===== src/rtl/trng_pkg.sv =====
// Shared types and helpers for the GARO random-word controller.
package trng_pkg;

   typedef enum logic [2:0] {
      IDLE    = 3'd0,
      WARM    = 3'd1,
      COLLECT = 3'd2,
      HOLD    = 3'd3,
      FAULT   = 3'd4
   } state_e;

   // Counter width able to hold the value p itself (never wraps).
   function automatic int unsigned cnt_w(input int unsigned p);
      return $clog2(p) + 1;
   endfunction

endpackage


===== src/rtl/trng_ctrl_if.sv =====
// Request/word handshake plus oscillator control between trng_ctrl and its users.
interface trng_ctrl_if #(
   parameter int unsigned WIDTH = 8
);
   logic             req;
   logic             rnd_bit;
   logic             ack;
   logic             osc_en;
   logic             valid;
   logic             fault;
   logic [WIDTH-1:0] data;

   // Consumer / oscillator side.
   modport master (output req, rnd_bit, ack, input osc_en, valid, fault, data);
   // Controller side.
   modport slave  (input req, rnd_bit, ack, output osc_en, valid, fault, data);
endinterface


===== src/rtl/trng_ctrl_vn_debias.sv =====
// Von Neumann corrector over non-overlapping raw sample pairs.
module vn_debias (
   input  logic clk,
   input  logic reset,
   input  logic clear,
   input  logic sample_stb,
   input  logic sample,
   output logic bit_stb,
   output logic bit_out
);

   logic first_q, first_d;
   logic flag_q, flag_d;

   // Store first sample of a pair; second sample always closes the pair.
   always_comb begin
      first_d = first_q;
      flag_d  = flag_q;
      if (clear) begin
         flag_d = 1'b0;
      end else if (sample_stb) begin
         if (!flag_q) begin
            first_d = sample;
            flag_d  = 1'b1;
         end else begin
            flag_d  = 1'b0;
         end
      end
   end

   // Pair register and flag.
   always_ff @(posedge clk) begin
      if (reset) begin
         first_q <= 1'b0;
         flag_q  <= 1'b0;
      end else begin
         first_q <= first_d;
         flag_q  <= flag_d;
      end
   end

   // 10 emits 1, 01 emits 0; 00 and 11 emit nothing.
   assign bit_stb = sample_stb & flag_q & (first_q ^ sample);
   assign bit_out = first_q;

endmodule


===== src/rtl/trng_ctrl.sv =====
// GARO sequencing: warm-up, paced sampling, debias, repetition health test, word handshake.
module trng_ctrl
   import trng_pkg::*;
#(
   parameter int unsigned WIDTH      = 8,
   parameter int unsigned WARMUP     = 64,
   parameter int unsigned SAMPLE_DIV = 4,
   parameter int unsigned REP_LIMIT  = 32
) (
   input  logic       clk,
   input  logic       reset,
   trng_ctrl_if.slave bus
);

   localparam int unsigned WARM_W = cnt_w(WARMUP);
   localparam int unsigned DIV_W  = cnt_w(SAMPLE_DIV);
   localparam int unsigned BIT_W  = cnt_w(WIDTH);
   localparam int unsigned REP_W  = cnt_w(REP_LIMIT);

   localparam logic [WARM_W-1:0] WARM_LAST = WARM_W'(WARMUP - 1);
   localparam logic [DIV_W-1:0]  DIV_LAST  = DIV_W'(SAMPLE_DIV - 1);
   localparam logic [BIT_W-1:0]  BIT_LAST  = BIT_W'(WIDTH - 1);
   localparam logic [REP_W-1:0]  REP_MAX   = REP_W'(REP_LIMIT);

   state_e            state_q, state_d;
   logic [WARM_W-1:0] warm_q, warm_d;
   logic [DIV_W-1:0]  div_q, div_d;
   logic [BIT_W-1:0]  bit_q, bit_d;
   logic [REP_W-1:0]  rep_q, rep_d, rep_nxt;
   logic              last_q, last_d;
   logic [WIDTH-1:0]  data_q, data_d;
   logic              osc_q, osc_d;
   logic              valid_q, valid_d;
   logic              fault_q, fault_d;

   logic sample_stb, vn_clear, bit_stb, bit_out, rep_trip, word_done;

   assign sample_stb = (state_q == COLLECT) && (div_q == DIV_LAST);
   assign vn_clear   = (state_q != COLLECT);
   assign rep_nxt    = ((rep_q == '0) || (bus.rnd_bit != last_q)) ? REP_W'(1) : rep_q + REP_W'(1);
   assign rep_trip   = sample_stb && (rep_nxt == REP_MAX);
   assign word_done  = bit_stb && (bit_q == BIT_LAST);

   vn_debias u_vn (
      .clk        (clk),
      .reset      (reset),
      .clear      (vn_clear),
      .sample_stb (sample_stb),
      .sample     (bus.rnd_bit),
      .bit_stb    (bit_stb),
      .bit_out    (bit_out)
   );

   // State register.
   always_ff @(posedge clk) begin
      if (reset) state_q <= IDLE;
      else       state_q <= state_d;
   end

   // Next-state logic; a health fault outranks both abort and word completion.
   always_comb begin
      state_d = state_q;
      unique case (state_q)
         IDLE:    if (bus.req) state_d = WARM;
         WARM: begin
            if (!bus.req)               state_d = IDLE;
            else if (warm_q == WARM_LAST) state_d = COLLECT;
         end
         COLLECT: begin
            if (rep_trip)       state_d = FAULT;
            else if (!bus.req)  state_d = IDLE;
            else if (word_done) state_d = HOLD;
         end
         HOLD:    if (bus.ack) state_d = bus.req ? WARM : IDLE;
         FAULT:   state_d = FAULT;
         default: state_d = IDLE;
      endcase
   end

   // Output decode from the upcoming state so outputs register in step with it.
   always_comb begin
      osc_d   = (state_d == WARM) || (state_d == COLLECT);
      valid_d = (state_d == HOLD);
      fault_d = (state_d == FAULT);
   end

   // Counters, health test and word shift register; all restart on entry to WARM.
   always_comb begin
      warm_d = '0;
      div_d  = '0;
      bit_d  = bit_q;
      rep_d  = rep_q;
      last_d = last_q;
      data_d = data_q;
      if ((state_q == WARM) && (state_d == WARM)) warm_d = warm_q + WARM_W'(1);
      if ((state_q == COLLECT) && (state_d == COLLECT) && !sample_stb) div_d = div_q + DIV_W'(1);
      if ((state_d == WARM) && (state_q != WARM)) begin
         bit_d  = '0;
         rep_d  = '0;
         last_d = 1'b0;
         data_d = '0;
      end else if (state_q == COLLECT) begin
         if (sample_stb) begin
            rep_d  = rep_nxt;
            last_d = bus.rnd_bit;
         end
         if (bit_stb) begin
            bit_d  = bit_q + BIT_W'(1);
            data_d = {data_q[WIDTH-2:0], bit_out};
         end
      end
   end

   // Datapath and output registers.
   always_ff @(posedge clk) begin
      if (reset) begin
         warm_q  <= '0;
         div_q   <= '0;
         bit_q   <= '0;
         rep_q   <= '0;
         last_q  <= 1'b0;
         data_q  <= '0;
         osc_q   <= 1'b0;
         valid_q <= 1'b0;
         fault_q <= 1'b0;
      end else begin
         warm_q  <= warm_d;
         div_q   <= div_d;
         bit_q   <= bit_d;
         rep_q   <= rep_d;
         last_q  <= last_d;
         data_q  <= data_d;
         osc_q   <= osc_d;
         valid_q <= valid_d;
         fault_q <= fault_d;
      end
   end

   assign bus.osc_en = osc_q;
   assign bus.valid  = valid_q;
   assign bus.fault  = fault_q;
   assign bus.data   = data_q;

endmodule


===== src/flat_wrapper.sv =====
// flat-port wrapper written by rule: the top's interface ports become plain ports
module trng_ctrl_flat import trng_pkg::*;
#(
   parameter int unsigned WIDTH      = 8,
   parameter int unsigned WARMUP     = 64,
   parameter int unsigned SAMPLE_DIV = 4,
   parameter int unsigned REP_LIMIT  = 32
)
  (clk, reset, bus_req, bus_rnd_bit, bus_ack, bus_osc_en, bus_valid, bus_fault, bus_data);
  trng_ctrl_if #(.WIDTH(WIDTH)) bus_i ();
  input  logic clk;
  input  logic reset;
  input wire logic [$bits(bus_i.req)-1:0] bus_req;
  input wire logic [$bits(bus_i.rnd_bit)-1:0] bus_rnd_bit;
  input wire logic [$bits(bus_i.ack)-1:0] bus_ack;
  output wire logic [$bits(bus_i.osc_en)-1:0] bus_osc_en;
  output wire logic [$bits(bus_i.valid)-1:0] bus_valid;
  output wire logic [$bits(bus_i.fault)-1:0] bus_fault;
  output wire logic [$bits(bus_i.data)-1:0] bus_data;
  assign bus_i.req = bus_req;
  assign bus_i.rnd_bit = bus_rnd_bit;
  assign bus_i.ack = bus_ack;
  assign bus_osc_en = bus_i.osc_en;
  assign bus_valid = bus_i.valid;
  assign bus_fault = bus_i.fault;
  assign bus_data = bus_i.data;
  trng_ctrl #(.WIDTH(WIDTH), .WARMUP(WARMUP), .SAMPLE_DIV(SAMPLE_DIV), .REP_LIMIT(REP_LIMIT)) u_core (.clk(clk), .reset(reset), .bus(bus_i));
endmodule

===== config.mk =====
export PLATFORM = sky130hd
export DESIGN_NAME = trng_ctrl_flat
export DESIGN_NICKNAME = d
export VERILOG_FILES = /design/src/rtl/trng_pkg.sv /design/src/rtl/trng_ctrl_if.sv /design/src/rtl/trng_ctrl_vn_debias.sv /design/src/rtl/trng_ctrl.sv /design/src/flat_wrapper.sv
export SDC_FILE = /design/constraint.sdc
export NUM_CORES = 1
export LEC_CHECK = 0
export BUFFER_PORTS_ARGS = -buffer_cell sky130_fd_sc_hd__buf_4
export CAP_MARGIN = 20
export CORE_UTILIZATION = 46
export CTS_CLUSTER_DIAMETER = 200
export CTS_CLUSTER_SIZE = 24
export DETAILED_ROUTE_END_ITERATION = 8
export GPL_ROUTABILITY_DRIVEN = 0
export HOLD_SLACK_MARGIN = 0.12
export SLEW_MARGIN = 20
export SYNTH_ARGS = -nofsm -noshare
export SYNTH_HDL_FRONTEND = slang
export SYNTH_SLANG_ARGS = --single-unit

===== constraint.sdc =====
create_clock -name clk -period 2.4 [get_ports clk]
set_input_delay 0.36 -clock clk [delete_from_list [all_inputs] [get_ports clk]]
set_output_delay 0.36 -clock clk [all_outputs]
set_load 0.02 [all_outputs]

==> run_results.csv <==
group,metric,value,unit
sta,finalMaxSlewViolations,0,
clock_tree,cts_tree,"done",
setup_path,worstRegToRegCells,7,
routing,totalWireLength,3267,um
sta,final.setup_skew,0.004137,ns
synthesis,synth_top_cell_by_area,"dfxtp_1",
setup_path,max_stage_delay,0.50,ns
sta,holdWs,0.3152,ns
cells_and_area,instances_no_fill,256,
placed_design,dpl.hpwl,2296,um
setup_path,critPathCaptureType,"flip-flop",
die,row_count,21,
sta,fmax,0.4650,GHz
setup_path,cpLargestDelayFamily,"simple AND/OR/NAND/NOR gates",
setup_path,critPathLaunchType,"flip-flop",
status,status,"finished, final reports clean",
cells_and_area,syn2layout_area_growth,15.26,%
routing,vias,1374,
synthesis,ys_ff_latch,37,
hold_path,worstHoldPathType,"primary input to flip-flop",
placed_design,placed_area,1882,um2
grt,grt_max_degree,20,
routing,firstDrtPassIters,4,
clock_tree,clockBufferDepth,2,
grt,grt_use_total,18.50,%
run,drv_cap,0,
setup_path,crit_slowest_cell,"or4b_1",
die,die_h,63.47,um
routing,avgRoutedWirePerCell,12.76,um
synthesis,syn_nets,203,
die,core,3468,um2
sta,finalHoldViolCount,0,
sta,slew_headroom,71.56,%
clock_tree,post_cts_buffers,0,
setup_path,critical_path_class,"flip-flop to flip-flop",
grt,grt_pass1_wl,5720,um
synthesis,synth_enable_flop_cells,0,
power_and_ir_drop,sequentialPowerShare,50.9,%
setup_path,worst_path_most_repeated_cell,"ha_1",
die,start_util,50.11,%
placed_design,dp_cells,248,
power_and_ir_drop,switchingPower,0.2464,mW
setup_path,cp_data_required_time,2.62,ns
cells_and_area,final_nets,220,
power_and_ir_drop,clkPwrFrac,45.8,%
die,dieArea,4028,um2
power_and_ir_drop,ir_worst_vdd,0.3743,mV
power_and_ir_drop,leakage,0.7999,nW
clock_tree,cts_made_buffers,5,
cells_and_area,design_area,2003,um2
clock_tree,cts.sinks,37,
synthesis,syn-cell-area,1738,um2
synthesis,synth_top_flop_cell,"dfxtp_1",
routing,drt_iter0_drc,104,
power_and_ir_drop,p_sw_share,20.28,%
clock_tree,clk_latency,0.29,ns
synthesis,synthCells,192,
synthesis,yosys.area.top_type_share,42.62,%
synthesis,avgSynthCellArea,9.052,um2
synthesis,synth_area_leaders,"dfxtp_1, nor2_1, mux2i_1",
sta,tightest_slew,0.4266,ns
sta,setup_viol,0,
routing,post-route-drc-count,0,
setup_path,cp_num_cells,7,
sta,fin_crit_sh,89.60,%
synthesis,synth.yosys.seq_area_share,42.62,%
placed_design,io_buffers,15,
hold_path,worstHoldPathCells,2,
synthesis,synth_cell_types,40,
sta,finalSetupTns,0,ns
synthesis,synth_commonest_cells,"dfxtp_1, nor2_1, inv_1",
sta,rsz0062_at_grt,"no",
synthesis,yosys_warnings,0,
sta,period_minus_slack,2.150,ns
power_and_ir_drop,p_int,0.9686,mW
setup_path,worstPathArrival,2.37,ns
grt,grt_pass1_vias,1296,
cells_and_area,diodes,0,
setup_path,cp_cell_sequence,"ha_1 > ha_1 > and4bb_2 > nand3_2 > o21ai_2 > or4b_1 > a21oi_1",
routing,ant_nets,0,
die,io_pins,16,
cells_and_area,utilization,57.76,%
clock_tree,clkTransAtPathRegs,0.07,ns
power_and_ir_drop,combPwrFrac,3.3,%
die,die_width,63.47,um
clock_tree,htreeDepth,2,
routing,viasPerCell,5.367,
cells_and_area,final_layout_size_suffix_gt1_share,15.24,%
setup_path,crit_buf_inv,0,
power_and_ir_drop,power_per_cell_area,606.6,nW/um2
grt,antenna_found_initial,0,
clock_tree,root_buffer,"clkbuf_8",
synthesis,async_flop_share,0,%
grt,overflow,0,
setup_path,crit_fanout,6,
synthesis,synth.most_common_cell,"dfxtp_1",
[metrics by stage]
stage	power, mW	setup WS, ns
2_1_floorplan	0.6600	0.4511
3_3_place_gp	0.6713	0.2343
3_5_place_dp	0.6718	0.1245
4_1_cts	1.229	0.1031
5_1_grt	1.267	0.1256
6_report	1.215	0.2496
[final timing paths]
check                                     start                  end  slack, ns
worst min-delay path                      reset  u_core.u_vn.bit_out       0.32
worst max-delay path            u_core.div_q[0]     u_core.bus.valid       0.25
worst min register to register  u_core.div_q[0]      u_core.div_q[0]       0.44
worst max register to register  u_core.div_q[0]     u_core.bus.valid       0.25
[per-layer routing]
metal,vias up,GRT usage [%],share of wire [%]
met2,23,31.91,50
met5,-,0,0
met1,647,21.03,45
li1,699,-,-
met3,5,6.522,3.9
met4,0,5.966,1.3
[cell usage in the layout, fill, tap and decap left out, types with 2 or more instances in the layout]
master,synthesis,final
nor2b_1,4,4
nor3_1,3,3
nor3b_1,3,3
a21oi_1,7,7
clkbuf_8,0,6
nand2_1,5,5
dfxtp_1,37,37
xnor2_1,6,6
and3_1,2,2
nor2_1,35,35
buf_4,0,18
or3_1,2,2
nand4_1,4,4
a22oi_1,3,3
ha_1,6,6
a211oi_1,3,3
xor2_1,6,6
mux2i_1,9,9
nand3_1,6,6
inv_1,12,12
nand2b_1,5,5
o21ai_0,8,8
[final cells by class]
type / instances / area [um2]
Tap cell: 46 / 57.56
Fill cell: 324 / 1465
Inverter: 12 / 45.04
Sequential cell: 37 / 740.7
Clock buffer: 6 / 82.58
Clock inverter: 2 / 37.54
Multi-Input combinational cell: 135 / 904.6
Timing Repair Buffer: 18 / 135.1
[power groups by stage]
stage | registers, mW | clock network, mW | logic (mW)
2_1_floorplan | 0.632 | 0 | 0.0276
3_3_place_gp | 0.633 | 0 | 0.0385
3_5_place_dp | 0.633 | 0 | 0.0391
4_1_cts | 0.618 | 0.571 | 0.0398
5_1_grt | 0.618 | 0.606 | 0.0431
6_report | 0.619 | 0.557 | 0.0398
[logic make-up (layout without fill, tap and decap cells)]
| logic type | after synthesis | after routing | share of synthesized area, % |
|---|---|---|---|
| buffers and inverters | 20 | 38 | 5.399 |
| AOI/OAI and AO/OA | 31 | 31 | 13.18 |
| and+or+nand+nor | 77 | 77 | 23.25 |
| DFF | 37 | 37 | 42.62 |
| muxes | 9 | 9 | 5.184 |
| xor gates and xnor gates | 12 | 12 | 6.047 |
| adders and majority gates | 6 | 6 | 4.320 |
[worst reg2reg max path, cell delays in order (launching register included)]
cell and delay (ns):
dfxtp_1 0.35, ha_1 0.16, ha_1 0.21, and4bb_2 0.33, nand3_2 0.11, o21ai_2 0.24, or4b_1 0.50, a21oi_1 0.18
[sequential cells by signal, indices dropped and copies added (netlist names)]
signal and count:
u_core.bus.data 8, u_core.warm_q 7, u_core.rep_q 6, u_core.bit_q 4
u_core.div_q 3, u_core.state_q 3, u_core.bus.fault 1, u_core.bus.osc_en 1
u_core.bus.valid 1, u_core.last_q 1, u_core.u_vn.bit_out 1, u_core.u_vn.flag_q 1
[repair_timing]
item,CTS,global route
hold endpoints to repair,0,0
resized for setup,0,1
hold buffers,0,0
endpoints found under the setup margin,0,7
No activity file was read; power rests on OpenSTA's default activity.
